**config.mk**
```make
export PLATFORM = sky130hd
export DESIGN_NAME = fft_frame_ctrl_flat
export DESIGN_NICKNAME = d
export VERILOG_FILES = /design/src/rtl/fft_frame_ctrl_if.sv /design/src/rtl/fft_frame_ctrl.sv /design/src/flat_wrapper.sv
export SDC_FILE = /design/constraint.sdc
export NUM_CORES = 1
export LEC_CHECK = 0
export CAP_MARGIN = 20
export CELL_PAD_IN_SITES_DETAIL_PLACEMENT = 2
export CELL_PAD_IN_SITES_GLOBAL_PLACEMENT = 2
export CORE_MARGIN = 2
export CORE_UTILIZATION = 50
export CTS_CLUSTER_SIZE = 14
export DETAILED_ROUTE_END_ITERATION = 10
export PLACE_DENSITY = 0.92
export RECOVER_POWER = 50
export SETUP_SLACK_MARGIN = 0.4
export SLEW_MARGIN = 20
export SYNTH_ARGS = -nofsm -noshare
export SYNTH_HDL_FRONTEND = slang
export SYNTH_SLANG_ARGS = --single-unit
```
**constraint.sdc**
```tcl
create_clock -name CLK -period 29.1 [get_ports CLK]
set_input_delay 2.91 -clock CLK [delete_from_list [all_inputs] [get_ports CLK]]
set_output_delay 2.91 -clock CLK [all_outputs]
set_load 0.01 [all_outputs]
```
**src/rtl/fft_frame_ctrl_if.sv**
```systemverilog
// Stream bundle between the FIR output, the frame sequencer and the FFT input.
// The master side is the environment (FIR source and FFT sink); the slave side is the sequencer.
interface fft_frame_ctrl_if #(
  parameter int DW = 16
);
  logic          fir_valid;
  logic [DW-1:0] fir_d;
  logic          out_ready;
  logic          out_valid;
  logic [DW-1:0] out_d;
  logic          out_last;
  logic [7:0]    frame_cnt;
  logic          overflow;
  logic          clr_ovf;

  modport master (
    output fir_valid, fir_d, out_ready, clr_ovf,
    input  out_valid, out_d, out_last, frame_cnt, overflow
  );

  modport slave (
    input  fir_valid, fir_d, out_ready, clr_ovf,
    output out_valid, out_d, out_last, frame_cnt, overflow
  );
endinterface

```
**src/rtl/fft_frame_ctrl.sv**
```systemverilog
// Ping-pong frame buffer: collects FIR samples into FRAME_LEN-sample frames and
// streams each completed frame to the FFT over valid/ready, flagging dropped samples.
module fft_frame_ctrl #(
  parameter int FRAME_LEN = 16,
  parameter int DW        = 16
) (
  input logic             CLK,
  input logic             RST,
  fft_frame_ctrl_if.slave bus
);
  localparam int CW = $clog2(FRAME_LEN);
  localparam logic [CW-1:0] LAST_IDX = CW'(FRAME_LEN - 1);

  typedef enum logic {
    IDLE   = 1'b0,
    STREAM = 1'b1
  } state_t;

  state_t        state_q, state_d;
  logic [DW-1:0] bank_q [2][FRAME_LEN];
  logic [DW-1:0] bank_d [2][FRAME_LEN];
  logic [1:0]    full_q, full_d;
  logic          wr_bank_q, wr_bank_d;
  logic [CW-1:0] wr_cnt_q, wr_cnt_d;
  logic          rd_bank_q, rd_bank_d;
  logic [CW-1:0] rd_cnt_q, rd_cnt_d;
  logic [7:0]    frame_cnt_q, frame_cnt_d;
  logic          overflow_q, overflow_d;

  logic xfer;
  logic free_now;
  logic wr_accept;
  logic wr_reject;

  always_ff @(posedge CLK or posedge RST) begin
    if (RST) begin
      state_q     <= IDLE;
      full_q      <= 2'b00;
      wr_bank_q   <= 1'b0;
      wr_cnt_q    <= '0;
      rd_bank_q   <= 1'b0;
      rd_cnt_q    <= '0;
      frame_cnt_q <= 8'd0;
      overflow_q  <= 1'b0;
      for (int b = 0; b < 2; b++) begin
        for (int i = 0; i < FRAME_LEN; i++) begin
          bank_q[b][i] <= '0;
        end
      end
    end else begin
      state_q     <= state_d;
      full_q      <= full_d;
      wr_bank_q   <= wr_bank_d;
      wr_cnt_q    <= wr_cnt_d;
      rd_bank_q   <= rd_bank_d;
      rd_cnt_q    <= rd_cnt_d;
      frame_cnt_q <= frame_cnt_d;
      overflow_q  <= overflow_d;
      bank_q      <= bank_d;
    end
  end

  always_comb begin
    state_d     = state_q;
    full_d      = full_q;
    wr_bank_d   = wr_bank_q;
    wr_cnt_d    = wr_cnt_q;
    rd_bank_d   = rd_bank_q;
    rd_cnt_d    = rd_cnt_q;
    frame_cnt_d = frame_cnt_q;
    overflow_d  = overflow_q;
    bank_d      = bank_q;

    xfer     = (state_q == STREAM) && bus.out_ready;
    free_now = xfer && (rd_cnt_q == LAST_IDX);

    // Reader: the clear of full for the drained bank is applied before the writer's set.
    case (state_q)
      IDLE: begin
        if (full_q[rd_bank_q]) begin
          state_d  = STREAM;
          rd_cnt_d = '0;
        end
      end
      STREAM: begin
        if (xfer) begin
          rd_cnt_d = rd_cnt_q + CW'(1);
          if (free_now) begin
            full_d[rd_bank_q] = 1'b0;
            rd_bank_d         = ~rd_bank_q;
            rd_cnt_d          = '0;
            frame_cnt_d       = frame_cnt_q + 8'd1;
            state_d           = IDLE;
          end
        end
      end
      default: state_d = IDLE;
    endcase

    // A full bank may be refilled in the cycle its last sample leaves.
    wr_accept = bus.fir_valid &&
                (!full_q[wr_bank_q] || (free_now && (rd_bank_q == wr_bank_q)));
    wr_reject = bus.fir_valid && !wr_accept;

    if (wr_accept) begin
      bank_d[wr_bank_q][wr_cnt_q] = bus.fir_d;
      if (wr_cnt_q == LAST_IDX) begin
        full_d[wr_bank_q] = 1'b1;
        wr_bank_d         = ~wr_bank_q;
        wr_cnt_d          = '0;
      end else begin
        wr_cnt_d = wr_cnt_q + CW'(1);
      end
    end

    if (bus.clr_ovf) begin
      overflow_d = 1'b0;
    end
    if (wr_reject) begin
      overflow_d = 1'b1;
    end
  end

  assign bus.out_valid = (state_q == STREAM);
  assign bus.out_last  = (state_q == STREAM) && (rd_cnt_q == LAST_IDX);
  assign bus.out_d     = (state_q == STREAM) ? bank_q[rd_bank_q][rd_cnt_q] : '0;
  assign bus.frame_cnt = frame_cnt_q;
  assign bus.overflow  = overflow_q;

endmodule
```
**src/flat_wrapper.sv**
```systemverilog
// flat-port wrapper written by rule: the top's interface ports become plain ports
module fft_frame_ctrl_flat 
#(
  parameter int FRAME_LEN = 16,
  parameter int DW        = 16
)
  (CLK, RST, bus_fir_valid, bus_fir_d, bus_out_ready, bus_clr_ovf, bus_out_valid, bus_out_d, bus_out_last, bus_frame_cnt, bus_overflow);
  fft_frame_ctrl_if #(.DW(DW)) bus_i ();
  input logic CLK;
  input logic RST;
  input wire logic [$bits(bus_i.fir_valid)-1:0] bus_fir_valid;
  input wire logic [$bits(bus_i.fir_d)-1:0] bus_fir_d;
  input wire logic [$bits(bus_i.out_ready)-1:0] bus_out_ready;
  input wire logic [$bits(bus_i.clr_ovf)-1:0] bus_clr_ovf;
  output wire logic [$bits(bus_i.out_valid)-1:0] bus_out_valid;
  output wire logic [$bits(bus_i.out_d)-1:0] bus_out_d;
  output wire logic [$bits(bus_i.out_last)-1:0] bus_out_last;
  output wire logic [$bits(bus_i.frame_cnt)-1:0] bus_frame_cnt;
  output wire logic [$bits(bus_i.overflow)-1:0] bus_overflow;
  assign bus_i.fir_valid = bus_fir_valid;
  assign bus_i.fir_d = bus_fir_d;
  assign bus_i.out_ready = bus_out_ready;
  assign bus_i.clr_ovf = bus_clr_ovf;
  assign bus_out_valid = bus_i.out_valid;
  assign bus_out_d = bus_i.out_d;
  assign bus_out_last = bus_i.out_last;
  assign bus_frame_cnt = bus_i.frame_cnt;
  assign bus_overflow = bus_i.overflow;
  fft_frame_ctrl #(.FRAME_LEN(FRAME_LEN), .DW(DW)) u_core (.CLK(CLK), .RST(RST), .bus(bus_i));
endmodule
```
==> reports/results.tsv <==
stage	metric	value	unit
run_status	outcome	finished, violations left	
run_status	failed_checks	max-capacitance violations, max-slew violations	
detailed_routing	vias_per_cell	6.993	
power	p_sw	1301	µW
clock_tree	cts_htree_levels	2	
floorplanning	die_h	226.9	µm
clock_tree	insertion_delay	660	ps
critical_path	start_kind	primary input	
floorplanning	initial_core_util	50.75	%
logic_synthesis	synth_top_area_share	53.80	%
clock_tree	cts_buffer_depth	3	
sta	period_share	53.99	%
detailed_routing	ant_nets	0	
power	vdd_drop_max	0.00006776	V
floorplanning	die_w	226.9	µm
clock_tree	ctsHoldBuffers	0	
place	placed_area	25500	µm²
global_route	overflow	0	
logic_synthesis	ys_ff_latch	534	
detailed_routing	met3_length	6.647	mm
sta	worst_slack	13390	ps
logic_synthesis	synth.avg_cell_area	14.62	µm²
place	dp_slack	22080	ps
detailed_routing	drc	0	
critical_path	cp_cell_sequence	dlygate4sd3_1 > clkinvlp_2 > clkbuf_1 > buf_4 > buf_4	
detailed_routing	met1Wirelength	38.15	mm
sta	fin_skew	30.37	ps
critical_path	cp_top_family	buffers and inverters	
logic_synthesis	synthArstFlopShare	100.0	%
floorplanning	rows	81	
sta	slew_headroom	-523.3	%
floorplanning	die-area	51480	µm²
power	power.density	122.1	nW/µm²
logic_synthesis	yosysMostFrequentCell	dfrtp_1	
power	p_seq_share	39.0	%
clock_tree	cts_resized	0	
clock_tree	cts_root_buffer	clkbuf_16	
global_route	grt_max_degree	177	
place	portBuffers	47	
clock_tree	numCtsBuffers	57	
place	routabilityCongestion	0.7935	
logic_synthesis	yosys-top-cells-count	dfrtp_1 (534), mux2_2 (514), mux2i_1 (159), a22oi_1 (79), clkbuf_1 (73)	
clock_tree	cts_sinks	534	
clock_tree	cts_tree	done	
critical_path	slowest_stage	clkbuf_1	
logic_synthesis	synth_area_leaders	dfrtp_1 (54%), mux2_2 (23%), mux2i_1 (6.4%)	
layout	syn2layout_area_growth	9.923	%
clock_tree	post_cts_buffers	0	
layout	drive_gt1_share	37.94	%
sta	final.setup.tns	0	ps
power	internal-power	2033	µW
logic_synthesis	synth_cells	1699	
critical_path	rr_worst_depth	5	
worst_hold_path	worstHoldPathType	register to register	
critical_path	required	29720	ps
floorplanning	core	48950	µm²
detailed_routing	vias	16700	
logic_synthesis	synth_cell_types	56	
detailed_routing	drt_iter0_drc	1551	
layout	nets	1702	
critical_path	worst-path-max-fanout	176	
sta	grt_setup_unrepaired	no	
sta	min_period	15710	ps
worst_hold_path	min_path_cells	1	
global_route	antenna_found_initial	1	
sta	fmax	63.66	MHz
worst_hold_path	hold_start	u_core.bank_q[324]	
detailed_routing	drt_wl_total	100.7	mm
detailed_routing	top_layer_used	met4	
power	p_leak	0.01262	µW
global_route	grt_pass1_vias	18582	
worst_hold_path	whs_endpoint	u_core.bank_q[324]	
detailed_routing	drt-pass1-iter-count	7	
sta	setup_viol	0	
logic_synthesis	ys_seq_area_share	53.80	%
place	dp_hpwl	48.69	mm
critical_path	regToRegSetupSlack	21510	ps
layout	antennaDiodeCount	0	
critical_path	r2r-end	u_core.bank_q[378]	
critical_path	path_buf_inv	5	
critical_path	worstSetupPathType	primary input to asynchronous set/reset pin	
logic_synthesis	synth_fp_nets	1726	
logic_synthesis	netlist_area	24840	µm²
logic_synthesis	synth_ff_type	dfrtp_1	
critical_path	critPathArrivalTime	16330	ps
sta	drv_slew	451	
power	switching_share	39.01	%
critical_path	critPathCaptureType	asynchronous set/reset pin	
sta	worst_slew_pin_slew	9349	ps
floorplanning	boundaryPins	48	
critical_path	slowest_delay	6790	ps
power	clkPwrFrac	24.6	%
detailed_routing	wl_per_cell	42.17	µm
global_route	grt_pass1_wl	137.1	mm
layout	final_area	27300	µm²
critical_path	cp_common_cell	buf_4	
global_route	grt_usage	37.04	%
detailed_routing	wl_met2	48.70	mm
logic_synthesis	synth-edff-count	0	
power	power_frac_comb	36.4	%
run	max_cap_viol_count	11	
clock_tree	clkTransAtPathRegs	60	ps
sta	hold_viol	0	
logic_synthesis	synth_warnings	0	
critical_path	r2r_start	u_core.bus.out_valid	
layout	fillCellCount	4195	
logic_synthesis	yosys.area.top_type	dfrtp_1	
[layout by cell type, fill, tap and decap left out, drive strengths merged, types with 4 or more instances in the layout]
master	instances
o21ai	7
mux2i	159
inv	7
a22oi	79
o211ai	17
nand3	20
nand4	14
nand2	19
clkdlybuf4s50	21
and3	5
ha	6
mux2	515
clkinvlp	4
a21oi	32
o22ai	16
nor2	7
mux4	49
buf	30
clkinv	7
dlygate4sd3	11
and4	4
nor4	17
xnor2	8
bufinv	6
dfrtp	534
clkbuf	98
nor2b	5
[layer usage]
metal / vias to the layer above / GRT usage [%]
met5: - / 0
met3: 420 / 6.259
li1: 6264 / -
met2: 979 / 61.22
met1: 9037 / 46.16
met4: 0 / 21.18
[power by group through the flow]
stage | logic (µW) | clock network (µW) | registers (µW)
after floorplan | 794 | 0 | 1130
after global placement | 1020 | 0 | 1180
after detailed placement | 1120 | 0 | 1240
after CTS | 1190 | 811 | 1270
after global routing | 1250 | 844 | 1310
final | 1210 | 819 | 1300
[flip-flops by register name, indices dropped and copies added (netlist names)]
name	cells
u_core.rd_cnt_q	4
u_core.rd_bank_q	1
u_core.bus.frame_cnt	8
u_core.bus.overflow	1
u_core.bus.out_valid	1
u_core.full_q	2
u_core.wr_bank_q	1
u_core.bank_q	512
u_core.wr_cnt_q	4
[worst max path at each step]
| stage | from | to | slack [ps] | cells after the start |
|---|---|---|---|---|
| after detailed placement | RST | u_core.bank_q[119] | 22080 | 5 |
| after global placement | u_core.rd_cnt_q[1] | bus_out_d[13] | 22280 | 6 |
| after CTS | u_core.rd_cnt_q[1] | bus_out_d[0] | 21480 | 6 |
| after global routing | RST | u_core.bank_q[306] | 11200 | 5 |
| final | RST | u_core.bank_q[306] | 13390 | 5 |
| after floorplan | RST | u_core.bank_q[0] | 11270 | 1 |
[metrics by stage]
stage               utilization [%]  hold slack (ps)  instances  total power, µW
finish                        55.78            507.8       2388             3334
global route                  55.78            515.8       2388             3404
CTS                           56.26            507.8       2387             3263
detailed placement            52.09            469.0       2279             2355
global placement              52.11            465.6       2279             2202
floorplan                         -            473.8       1699             1924
[final cells by class]
type	count	area, µm²	area share, %
clock buffers	89	1767	6.470
clock inverters	19	275.3	1.008
inverters	5	20.02	0.07332
multi-input cells	1006	10490	38.43
flip-flops and latches	534	13370	48.97
well taps	664	830.8	3.043
repair buffers	71	549.3	2.012
[logic make-up (layout without fill, tap and decap cells)]
| family | count (synthesis) | in the layout | synth area share, % |
|---|---|---|---|
| AO/OA/AOI/OAI | 162 | 162 | 4.543 |
| XOR/XNOR | 9 | 9 | 0.3174 |
| adder cells (fa/ha/maj) | 6 | 6 | 0.3022 |
| buffers and inverters | 159 | 184 | 3.481 |
| flip-flops | 534 | 534 | 53.80 |
| multiplexers | 723 | 723 | 34.21 |
| AND/OR/NAND/NOR | 106 | 106 | 3.350 |
No activity file was read; power rests on OpenSTA's default activity.
